`src/rtl/edge_detect_multi.sv`:
```
// edge_detect_multi: multi-channel synchroniser, debounce filter and edge
// tick generator with sticky event flags and an aggregated interrupt.
// Each channel is independent. The debounced level only moves after DEBOUNCE
// consecutive cycles in which the synchronised input disagrees with it. That
// update edge is the only place a tick can be produced, so changing mode
// cannot create a tick on its own.
module edge_detect_multi #(
    parameter int WIDTH       = 4,
    parameter int SYNC_STAGES = 2,
    parameter int DEBOUNCE    = 4
) (
    input  logic                 clk,
    input  logic                 rst_n,
    input  logic [WIDTH-1:0]     in,
    input  logic [2*WIDTH-1:0]   mode,
    input  logic [WIDTH-1:0]     clr,
    output logic [WIDTH-1:0]     tick,
    output logic [WIDTH-1:0]     level,
    output logic [WIDTH-1:0]     flag,
    output logic                 irq
);

    localparam int CW = (DEBOUNCE > 1) ? $clog2(DEBOUNCE) : 1;
    localparam logic [CW-1:0] CNT_LAST = CW'(DEBOUNCE - 1);

    logic [SYNC_STAGES-1:0][WIDTH-1:0] sync_q, sync_d;
    logic [WIDTH-1:0][CW-1:0]          cnt_q, cnt_d;
    logic [WIDTH-1:0]                  level_q, level_d;
    logic [WIDTH-1:0]                  tick_q, tick_d;
    logic [WIDTH-1:0]                  flag_q, flag_d;
    logic [WIDTH-1:0]                  s;

    assign s = sync_q[SYNC_STAGES-1];

    // Shift raw inputs through the synchroniser chain; stage 0 faces the pins.
    always_comb begin
        sync_d = {sync_q[SYNC_STAGES-2:0], in};
    end

    // Debounce counters, level update, mode-qualified tick and sticky flags.
    always_comb begin
        level_d = level_q;
        cnt_d   = cnt_q;
        tick_d  = '0;
        for (int i = 0; i < WIDTH; i++) begin
            if (s[i] == level_q[i]) begin
                cnt_d[i] = '0;
            end else if (cnt_q[i] == CNT_LAST) begin
                level_d[i] = s[i];
                cnt_d[i]   = '0;
                // Rising edges use the low mode bit, falling edges the high one.
                tick_d[i]  = s[i] ? mode[2*i] : mode[2*i+1];
            end else begin
                cnt_d[i] = cnt_q[i] + CW'(1);
            end
        end
        // A new event takes priority over a clear arriving in the same cycle.
        flag_d = (flag_q & ~clr) | tick_d;
    end

    // State registers, all cleared asynchronously.
    always_ff @(posedge clk or negedge rst_n) begin
        if (!rst_n) begin
            sync_q  <= '0;
            cnt_q   <= '0;
            level_q <= '0;
            tick_q  <= '0;
            flag_q  <= '0;
        end else begin
            sync_q  <= sync_d;
            cnt_q   <= cnt_d;
            level_q <= level_d;
            tick_q  <= tick_d;
            flag_q  <= flag_d;
        end
    end

    assign tick  = tick_q;
    assign level = level_q;
    assign flag  = flag_q;
    assign irq   = |flag_q;

endmodule

```
`config.mk`:
```
export PLATFORM = sky130hd
export DESIGN_NAME = edge_detect_multi
export DESIGN_NICKNAME = d
export VERILOG_FILES = /design/src/rtl/edge_detect_multi.sv
export SDC_FILE = /design/constraint.sdc
export NUM_CORES = 1
export LEC_CHECK = 0
export ABC_AREA = 1
export ABC_CLOCK_PERIOD_IN_PS = 1200
export CORE_ASPECT_RATIO = 0.75
export CORE_MARGIN = 5
export CORE_UTILIZATION = 45
export DETAILED_ROUTE_END_ITERATION = 6
export GPL_TIMING_DRIVEN = 0
export PLACE_DENSITY = 0.76
export SLEW_MARGIN = 10
export SYNTH_ARGS = -nofsm -noshare
export SYNTH_HDL_FRONTEND = slang
export SYNTH_SLANG_ARGS = --single-unit
```
`constraint.sdc`:
```
create_clock -name clk -period 1.2 [get_ports clk]
set_input_delay 0.24 -clock clk [delete_from_list [all_inputs] [get_ports clk]]
set_output_delay 0.24 -clock clk [all_outputs]
set_load 0.02 [all_outputs]
```
Word level (Yosys, flattened, before mapping)

Cells that the tools add are included.

Input bits: 18
Word-level logic and storage cells: 56
Register bits after elaboration: 28

$add $sub $neg: 4
Bitwise operators: 7
Multiplexer cells: 20
Reductions and logical operators: 5
Equal/unequal tests: 8

Operator list:

| kind                | count |
|---|---|
| $mux 2              | 8 |
| $mux 1              | 12 |
| $add 2x1->2 const B | 4 |
| $eq 2x2->1 const B  | 4 |
| $reduce_and 2->1    | 4 |
| $and 4x4->4         | 1 |
| $eq 1x1->1          | 4 |
| $not 1->1           | 4 |
| $not 4->4           | 1 |
| $or 4x4->4          | 1 |
| $reduce_or 4->1     | 1 |

Logic depth before layout (Yosys ltp)

Depth after elaboration: 4
Mapped depth: 5

Worst setup path after synthesis

OpenSTA, ideal clock, no wires.

Path kind: reg2out
From: register flag_q[3] (netlist: flag[3])
To: output port irq
Cell stages (with the launch flop): 3
Path buffers: 0
Slack: 209 ps
Data arrival time: 751 ps
Cells stage by stage: dfrtp_1 > inv_1 > nand4_1

Word-level cells in the longest chain between the ends: 1

Ends and longest elaborated chain:

| item                     | line | RTL |
|---|---|---|
| start: declaration       | 30   | `logic [WIDTH-1:0] flag_q, flag_d;` |
| start signal: assignment | 74   | `flag_q <= flag_d;` |
| $reduce_or 4->1          | 81   | `assign irq = \|flag_q;` |
| end: declaration         | 20   | `output logic irq` |

No other way between the ends.

Final worst setup path

From: register flag_q[0] (netlist: flag[0])
To: output port flag[0]

RTL lines:

| item             | line | RTL |
|---|---|---|
| end: declaration | 19   | `output logic [WIDTH-1:0] flag,` |

No word-level cell between the ends.

==> run metrics <==
sequential share of the synthesized area 65.2%; crit path cell chain dlygate4sd2_1; GRT Util Overall 13.0%; Max VDD drop 0.000999 V; drt pass-1 iters 3; hold wc startpoint in[3]; Die ar. 3480 um2; failing checks setup timing; kind of start point of the critical path flip-flop; RR Startpoint level[1]$_DFFE_PN0P_; share of layout cells above drive strength 1 19.0%; n_diodes 0; drt drc 0; Worst Path Required 0.96 ns; Core Footprint 2290 um2; maximum clock frequency 0.778 GHz; Final Hold Fails 0; final period utilization 107%; commonest non-fill, non-tap cell in the layout dfrtp_1; hpwl dp 1.49 mm; Slew headroom 60.4%; CTS sink count 28; final setup fails 3; Ports 31; distinct cell type count after synthesis 14; CP Max Fanout 2; cell row count 15; Clock Tree Buf Depth 2; Port-buffer cells 30; TritonCTS clock tree done; final-report max-slew violation count 0; setup ws final -0.0852 ns; CP max stage cell dfrtp_1; clock transition at the registers of the reported paths 0.13 ns; Gate Count Post-Synth 101; die width 66.4 um; root buffer cell clkbuf_4; antenna violations before repair 0; Static Leakage 0.796 nW; Ys Warns 0; post-synthesis register bit count 28; dominant cells by area after synthesis dfrtp_1, inv_1, nand2_1; worst hold path type in2reg; crit path capture type output pin; Nets 165; Num CTS Buffers 3; Layout area overhead 35.0%; Top delay family on crit path flip-flops; vias per cell 4.29; largest net degree at the start of global routing 29; Post-Syn Nets 123; power per cell area 1850 nW/um2; CP max stage delay 0.41 ns; non-filler cells, final 176; outcome finished, violations left; CP startpoint flag[0]$_DFF_PN0_; final worst path period need 1.29 ns; Place WS -0.504 ns; H-tree levels 1; vias in the first global route 735; max_cap viols 0; DR vias 755; RSZ-0062 raised after global routing yes; placed cells 165; most frequent cells in the layout dfrtp_1, inv_1, nand2_1, clkdlybuf4s50_1, buf_2; first-pass GRT wire length 3.26 mm; final WL 1.99 mm; total global routing overflow 0; initial DRC count 27; filler cell count 215; Synth Cell Area 1070 um2; Starting Density 46.9%; Tot Pwr 0.00268 W; Worst EP arrival 1.05 ns; Die H 52.3 um; Yosys top cell by area dfrtp_1; CP Buf/Inv Count 1; latest clock arrival within the worst-skew pair 0.32 ns; crit path kind reg2out; Avg Cell Area, Syn 10.6 um2; skew final 0.00115 ns; Worst Tran Pin Value 0.594 ns; Routed wire per std cell 11.3 um; share of Yosys cell area claimed by the top area cell type 65.2%; DRT antenna net count 0; GP Congestion 0.733
timing repair:
action	CTS	global route
setup endpoints to repair	41	3
resized for setup	50	5
endpoints found under the hold margin	0	28
hold buffers	0	1
setup buffers	4	2
pin swaps	0	1
metrics by stage:
stage | hold slack, ns | util, % | cell area, um2 | setup TNS, ns
6_report | 0.337 | 63.4 | 1450 | -0.188
5_1_grt | 0.300 | 63.4 | 1450 | -0.397
4_1_cts | 0.297 | 62.1 | 1420 | -0.215
3_5_place_dp | 0.337 | 61.9 | 1420 | -14.43
3_3_place_gp | 0.332 | 61.9 | 1420 | -13.54
2_1_floorplan | -0.0556 | - | 1070 | 0
worst paths after layout:
| path | end | slack [ns] | cells past startpoint |
|---|---|---|---|
| min | sync_d[7]$_DFF_PN0_ | 0.34 | 1 |
| min reg2reg | s[2]$_DFF_PN0_ | 0.37 | 0 |
| max reg2reg | flag[1]$_DFF_PN0_ | 0.12 | 5 |
| max | flag[0] | -0.09 | 1 |
| max in group asynchronous | flag[0]$_DFF_PN0_ | 0.37 | 2 |
| min in group asynchronous | flag[1]$_DFF_PN0_ | 0.44 | 2 |
Yosys cell counts, drive strengths merged:
cell type  number
o21ai           7
nand3           2
nor2            8
dfrtp          28
inv            20
nand2          16
ha              4
nand4           1
o21a            3
xnor2           4
or2             8
cell type report:
class,instances,area [um2],share of cell area (%)
clock buffer,4,36.3,2.50
inverter,20,75.1,5.17
multi-input combinational,53,299,20.6
sequential,28,701,48.3
tap,34,42.5,2.93
timing repair buffer,37,298,20.5
power by group:
group | switching, W | leakage, nW | internal (W)
Clock | 0.000255 | 0.0210 | 0.000186
Sequential | 0.000101 | 0.357 | 0.00115
Combinational | 0.000526 | 0.418 | 0.000458
routing by layer:
| layer | wire length (um) | vias up | track usage (%) |
|---|---|---|---|
| li1 | - | 386 | - |
| met1 | 799 | 341 | 14.2 |
| met2 | 1000 | 23 | 21.9 |
| met3 | 156 | 5 | 6.01 |
| met4 | 27 | 0 | 5.07 |
| met5 | 0 | - | 0 |
sequential cells by signal (all words and copies together) (netlist names):
register and count:
cnt_q 8, flag 4, level 4, s 4, sync_d 4, tick 4
logic make-up after synthesis:
kind of cell,share of synthesized area (%)
flops,65.2
simple gates,14.6
compound gates,5.35
xor+xnor,3.26
fa+ha+maj,4.66
buf+inv,6.98
(Power assumes the default switching activity.)
